<file path="src/rtl/alu_op_sequencer.sv">
// ALU operation sequencer: accepts one command at a time, enables the selected
// execution unit, waits (bounded) for its flag and returns the captured result.
module alu_op_sequencer #(
    parameter int unsigned in_width  = 8,
    parameter int unsigned out_width = 16,
    parameter int unsigned TIMEOUT   = 8
) (
    input  logic                 clk,
    input  logic                 RST,
    input  logic                 cmd_valid,
    output logic                 cmd_ready,
    input  logic [in_width-1:0]  cmd_A,
    input  logic [in_width-1:0]  cmd_B,
    input  logic [3:0]           cmd_FUN,
    output logic [in_width-1:0]  A,
    output logic [in_width-1:0]  B,
    output logic [1:0]           ALU_FUN,
    output logic                 Arith_Enable,
    output logic                 Logic_Enable,
    output logic                 CMP_Enable,
    output logic                 SHIFT_Enable,
    input  logic [out_width-1:0] Arith_OUT,
    input  logic [out_width-1:0] Logic_OUT,
    input  logic [out_width-1:0] CMP_OUT,
    input  logic [out_width-1:0] SHIFT_OUT,
    input  logic                 Arith_Flag,
    input  logic                 Logic_Flag,
    input  logic                 CMP_Flag,
    input  logic                 SHIFT_Flag,
    output logic                 res_valid,
    input  logic                 res_ready,
    output logic [out_width-1:0] res_data,
    output logic [1:0]           res_unit,
    output logic                 res_err
);

    localparam int unsigned CntW = (TIMEOUT > 1) ? $clog2(TIMEOUT) : 1;
    localparam logic [CntW-1:0] CntLast = CntW'(TIMEOUT - 1);

    typedef enum logic [1:0] {StIdle, StWait, StResp} state_e;

    state_e               state_q, state_d;
    logic [CntW-1:0]      cnt_q, cnt_d;
    logic [in_width-1:0]  a_q, a_d, b_q, b_d;
    logic [1:0]           fun_q, fun_d;
    logic [1:0]           sel_q, sel_d;
    // Enable bit order: 0 arith, 1 logic, 2 cmp, 3 shift (matches unit select code).
    logic [3:0]           en_q, en_d;
    logic                 cmd_ready_q, cmd_ready_d;
    logic                 res_valid_q, res_valid_d;
    logic [out_width-1:0] res_data_q, res_data_d;
    logic [1:0]           res_unit_q, res_unit_d;
    logic                 res_err_q, res_err_d;

    logic                 sel_flag;
    logic [out_width-1:0] sel_out;

    // Only the unit chosen by the latched select is observed; other flags are ignored.
    always_comb begin
        sel_flag = 1'b0;
        sel_out  = '0;
        case (sel_q)
            2'd0: begin sel_flag = Arith_Flag; sel_out = Arith_OUT; end
            2'd1: begin sel_flag = Logic_Flag; sel_out = Logic_OUT; end
            2'd2: begin sel_flag = CMP_Flag;   sel_out = CMP_OUT;   end
            default: begin sel_flag = SHIFT_Flag; sel_out = SHIFT_OUT; end
        endcase
    end

    // Next-state logic: every output is a register, so all decisions land here.
    always_comb begin
        state_d     = state_q;
        cnt_d       = cnt_q;
        a_d         = a_q;
        b_d         = b_q;
        fun_d       = fun_q;
        sel_d       = sel_q;
        en_d        = en_q;
        cmd_ready_d = cmd_ready_q;
        res_valid_d = res_valid_q;
        res_data_d  = res_data_q;
        res_unit_d  = res_unit_q;
        res_err_d   = res_err_q;
        case (state_q)
            StIdle: begin
                cmd_ready_d = 1'b1;
                en_d        = '0;
                // cmd_ready_q gates acceptance so the first cycle after reset never accepts.
                if (cmd_valid && cmd_ready_q) begin
                    a_d         = cmd_A;
                    b_d         = cmd_B;
                    fun_d       = cmd_FUN[1:0];
                    sel_d       = cmd_FUN[3:2];
                    en_d        = 4'b0001 << cmd_FUN[3:2];
                    cnt_d       = '0;
                    cmd_ready_d = 1'b0;
                    state_d     = StWait;
                end
            end
            StWait: begin
                cmd_ready_d = 1'b0;
                if (sel_flag) begin
                    res_data_d  = sel_out;
                    res_unit_d  = sel_q;
                    res_err_d   = 1'b0;
                    res_valid_d = 1'b1;
                    en_d        = '0;
                    state_d     = StResp;
                end else if (cnt_q == CntLast) begin
                    res_data_d  = '0;
                    res_unit_d  = sel_q;
                    res_err_d   = 1'b1;
                    res_valid_d = 1'b1;
                    en_d        = '0;
                    state_d     = StResp;
                end else begin
                    cnt_d = cnt_q + CntW'(1);
                end
            end
            StResp: begin
                cmd_ready_d = 1'b0;
                if (res_valid_q && res_ready) begin
                    res_valid_d = 1'b0;
                    res_err_d   = 1'b0;
                    cmd_ready_d = 1'b1;
                    state_d     = StIdle;
                end
            end
            default: begin
                en_d        = '0;
                cmd_ready_d = 1'b0;
                res_valid_d = 1'b0;
                state_d     = StIdle;
            end
        endcase
    end

    // State and output registers; reset clears everything, aborting any operation.
    always_ff @(posedge clk or negedge RST) begin
        if (!RST) begin
            state_q     <= StIdle;
            cnt_q       <= '0;
            a_q         <= '0;
            b_q         <= '0;
            fun_q       <= '0;
            sel_q       <= '0;
            en_q        <= '0;
            cmd_ready_q <= 1'b0;
            res_valid_q <= 1'b0;
            res_data_q  <= '0;
            res_unit_q  <= '0;
            res_err_q   <= 1'b0;
        end else begin
            state_q     <= state_d;
            cnt_q       <= cnt_d;
            a_q         <= a_d;
            b_q         <= b_d;
            fun_q       <= fun_d;
            sel_q       <= sel_d;
            en_q        <= en_d;
            cmd_ready_q <= cmd_ready_d;
            res_valid_q <= res_valid_d;
            res_data_q  <= res_data_d;
            res_unit_q  <= res_unit_d;
            res_err_q   <= res_err_d;
        end
    end

    assign cmd_ready    = cmd_ready_q;
    assign A            = a_q;
    assign B            = b_q;
    assign ALU_FUN      = fun_q;
    assign Arith_Enable = en_q[0];
    assign Logic_Enable = en_q[1];
    assign CMP_Enable   = en_q[2];
    assign SHIFT_Enable = en_q[3];
    assign res_valid    = res_valid_q;
    assign res_data     = res_data_q;
    assign res_unit     = res_unit_q;
    assign res_err      = res_err_q;

endmodule

</file>
<file path="config.mk">
export PLATFORM = sky130hd
export DESIGN_NAME = alu_op_sequencer
export DESIGN_NICKNAME = d
export VERILOG_FILES = /design/src/rtl/alu_op_sequencer.sv
export SDC_FILE = /design/constraint.sdc
export NUM_CORES = 1
export LEC_CHECK = 0
export CORE_ASPECT_RATIO = 0.5
export CORE_MARGIN = 4
export CORE_UTILIZATION = 36
export CTS_CLUSTER_DIAMETER = 60
export DETAILED_ROUTE_END_ITERATION = 6
export PLACE_DENSITY = 0.9
export SETUP_SLACK_MARGIN = 0.2
export SYNTH_ARGS = -nofsm -noshare
export SYNTH_HDL_FRONTEND = slang
export SYNTH_SLANG_ARGS = --single-unit
</file>
<file path="constraint.sdc">
create_clock -name clk -period 2 [get_ports clk]
set_clock_uncertainty 0.05 [all_clocks]
set_input_delay 0.4 -clock clk [delete_from_list [all_inputs] [get_ports clk]]
set_output_delay 0.4 -clock clk [all_outputs]
set_load 0.02 [all_outputs]
</file>
==> impl_results.md <==
* Status: complete, no violations
* Setup Total Neg Slack at 0 ns
* Delay-heaviest family, CP: buffers and inverters
* Maximum single-stage delay on the critical path at 0.63 ns
* Total number of vias at 2188
* Global-route wire length before repair at approximately 11 mm
* Remaining routing DRC violations at 0
* Cell variety after synth at 38
* Async SR Flop Fraction at 1.000
* Leading cell types by count after synthesis: sky130_fd_sc_hd__nand2_1, sky130_fd_sc_hd__dfrtp_1, sky130_fd_sc_hd__a22o_1
* Cell type with the largest total area after synthesis: sky130_fd_sc_hd__dfrtp_1
* Worst supply voltage drop on vdd at 0.5327 mV
* Setup repair after global routing missed its margin: yes
* Worst Path Buf+Inv at 1
* Power density over the cells at around 1300 nW/um^2
* Post-Synthesis Cells at 214
* Final Hold Vio Count at 0
* Share of the clock period used by the worst path at 0.8787
* Top cells by area in the synthesized netlist: sky130_fd_sc_hd__dfrtp_1, sky130_fd_sc_hd__mux4_2, sky130_fd_sc_hd__nand2_1, sky130_fd_sc_hd__a22o_1, sky130_fd_sc_hd__mux4_1
* Startpoint type of the worst setup path: register
* Worst reg2reg path depth at 5
* Row count at 21
* Fraction of layout instances using a drive strength above 1 at 0.1461
* Number of H-tree branching levels at 2
* Number of nets produced by synthesis at 308
* Critical R2R Launch: cnt_q[0]
* Max-Cap Viols at 0
* Hpwl dp at 5.655 mm
* Leakage power total at approximately 0.0018 uW
* Data arrival time of the worst path at 1.31 ns
* Pin count of the biggest net entering global routing at 51
* Via count of the first global-routing pass at 2220
* Clock latency of the later-clocked register in the worst-skew pair at about 0.29 ns
* Via/cell ratio at 4.884
* Maximum clock frequency at 569.1 MHz
* Cell area after synthesis at 2526 sq um
* Post-detailed-routing wire length at 7.354 mm
* Die Outline Area at 8503 sq um
* Slowest cell on crit path: sky130_fd_sc_hd__clkdlybuf4s50_1
* Placer's final routability congestion estimate at 0.7661
* Global-route congestion overflow total at 0
* Type of the worst setup path: register to output pin
* R2R Path End: res_unit[0]
* Required time at the worst-slack endpoint at roughly 1.6 ns
* Top-level port count at ~140
* Total number of yosys warnings at 0
* Core Box Area at 6753 sq um
* Fraction of the yosys area taken by sequential cells at 0.4953
* Pins Over Slew Limit at 0
* Final Net Count at 449
* R2R Setup Slk at 0.25 ns
* Antenna Violating Nets Remaining at 0
* Antenna violations before repair at 0
* Number of enable-type register cells in the synthesized netlist at 0
* Vertical die dimension at 67.24 microns
* Port bufs at 134
* Worst rel slew slack at 0.5899
* DRC marker count from the first detailed-route iteration at 87
* Classification of the worst-slack hold path: input port to async pin
* CTS tree: built
* Number of sinks on the clock net at 50
* Horiz. Die Dim at 126.5 microns
* Yosys reg bits at 50
* Most instantiated library cell after synthesis: sky130_fd_sc_hd__nand2_1
* Clock edge transition at the registers on the reported setup and hold paths at 0.07 ns
* Number of buffers inserted during clock tree synthesis at 5
* Area added between synthesis and finish at 66.72%
* Global-route total usage across every layer at 0.1669
* Cell chosen for the clock root: sky130_fd_sc_hd__clkbuf_16
* Final antenna diode count at 0
* Largest fanout on the critical path at 4
* Type of element capturing the critical path: output pin
* Share of the synthesized area in the top cell type at 0.4953
* Synth Flop Type: sky130_fd_sc_hd__dfrtp_1
* Number of failing setup endpoints in the final timing report at 0
* Hold Buf Count CTS at 0
* Maximum count of clock buffers along a single path at 2
* Mean area per synthesized cell at 11.80 sq um
* Mean routed wirelength per cell at 16.42 microns
* CP Cell Sequence: clkdlybuf4s50_1
* Slew at the pin closest to its max-slew limit at 0.6152 ns
* Post-layout power at 5685 uW
* Period minus WS final at approximately 1.8 ns
* Effective utilization at floorplan at 0.3741
* Detailed-routing iteration count for the pre-antenna-repair pass at 4
==> per-stage QoR <==
stage,cell area [sq um],setup WS (ns),util,instances,hold slack [ns]
global route,4212,0.1759,0.6237,448,0.2275
floorplan,2537,0.2184,-,214,0.05441
finish,4212,0.2427,0.6237,448,0.1467
global placement,3991,-0.01209,0.5911,438,0.4068
detailed placement,3991,-0.06559,0.5911,438,0.4120
CTS,4178,0.2052,0.6187,447,0.1940
==> routing by layer <==
layer	wire, microns	share of wire	up-vias	global-route usage
met3	401	0.055	9	0.03239
met2	3928	0.53	64	0.3211
met4	104	0.014	0	0.04144
met5	0	0	-	0
li1	-	-	1049	-
met1	2919	0.40	1066	0.1958
==> cell type report <==
cell class	count	area, sq um
Clock buffer	6	138.9
Timing Repair Buffer	148	1476
Multi-Input combinational cell	141	1182
Fill cell	505	2541
Inverter	9	33.78
Clock inverter	2	12.51
Tap cell	92	115.1
Sequential cell	50	1252
==> worst max path at each step <==
stage | start | cells after the start | slack (ns) | to
after global routing | cnt_q[0] | 6 | 0.18 | cnt_q[1]
after detailed placement | CMP_Flag | 4 | -0.07 | res_data[14]
after global placement | SHIFT_Flag | 4 | -0.01 | res_data[14]
final | cmd_ready | 1 | 0.24 | cmd_ready
after CTS | res_valid | 1 | 0.21 | res_valid
after floorplan | cnt_q[0] | 5 | 0.22 | res_unit[0]
==> repair_timing <==
item | CTS | global route
resized for setup | 6 | 5
endpoints found under the setup margin | 18 | 24
setup buffers | 1 | 1
pin swaps | 1 | 2
==> where the power goes <==
group	leakage, uW	switching (uW)	internal, uW	total [uW]
sequential	0.000631	305	1440	1740
clock	0.0000729	359	495	854
combinational	0.00111	1450	1640	3090
==> logic make-up after synthesis <==
family                     share of synthesized area
adders and majority gates                   0.009904
buffers and inverters                        0.05795
AOI/OAI and AO/OA                             0.1105
and+or+nand+nor                               0.1431
muxes                                         0.1833
DFF                                           0.4953
==> registers in the layout, indices dropped and copies added (netlist names), 3 cells and up <==
name and flops:
A 8, B 8, cnt_q 3, en_q 4
res_data 16
==> placed cells by master, fill, tap and decap left out, types with 2 or more instances in the layout <==
master,count
sky130_fd_sc_hd__inv_1,9
sky130_fd_sc_hd__mux2_4,3
sky130_fd_sc_hd__nor2_1,2
sky130_fd_sc_hd__buf_4,11
sky130_fd_sc_hd__o21ai_0,4
sky130_fd_sc_hd__clkdlybuf4s50_1,132
sky130_fd_sc_hd__nand2_1,67
sky130_fd_sc_hd__mux2i_1,3
sky130_fd_sc_hd__mux4_1,2
sky130_fd_sc_hd__clkbuf_16,5
sky130_fd_sc_hd__mux2i_2,2
sky130_fd_sc_hd__a21oi_1,3
sky130_fd_sc_hd__dfrtp_1,49
sky130_fd_sc_hd__buf_12,2
sky130_fd_sc_hd__nand3_1,2
sky130_fd_sc_hd__a22o_1,16
sky130_fd_sc_hd__nand3b_1,2
sky130_fd_sc_hd__mux4_2,14
==> worst register-to-register path: stages, from the launching register on <==
cell and delay [ns]:
sky130_fd_sc_hd__dfrtp_1 0.40, sky130_fd_sc_hd__ha_2 0.20, sky130_fd_sc_hd__ha_4 0.19, sky130_fd_sc_hd__or2_4 0.24, sky130_fd_sc_hd__o221ai_4 0.23, sky130_fd_sc_hd__mux2_4 0.32
Note: power is estimated with default switching activity, not from simulation.
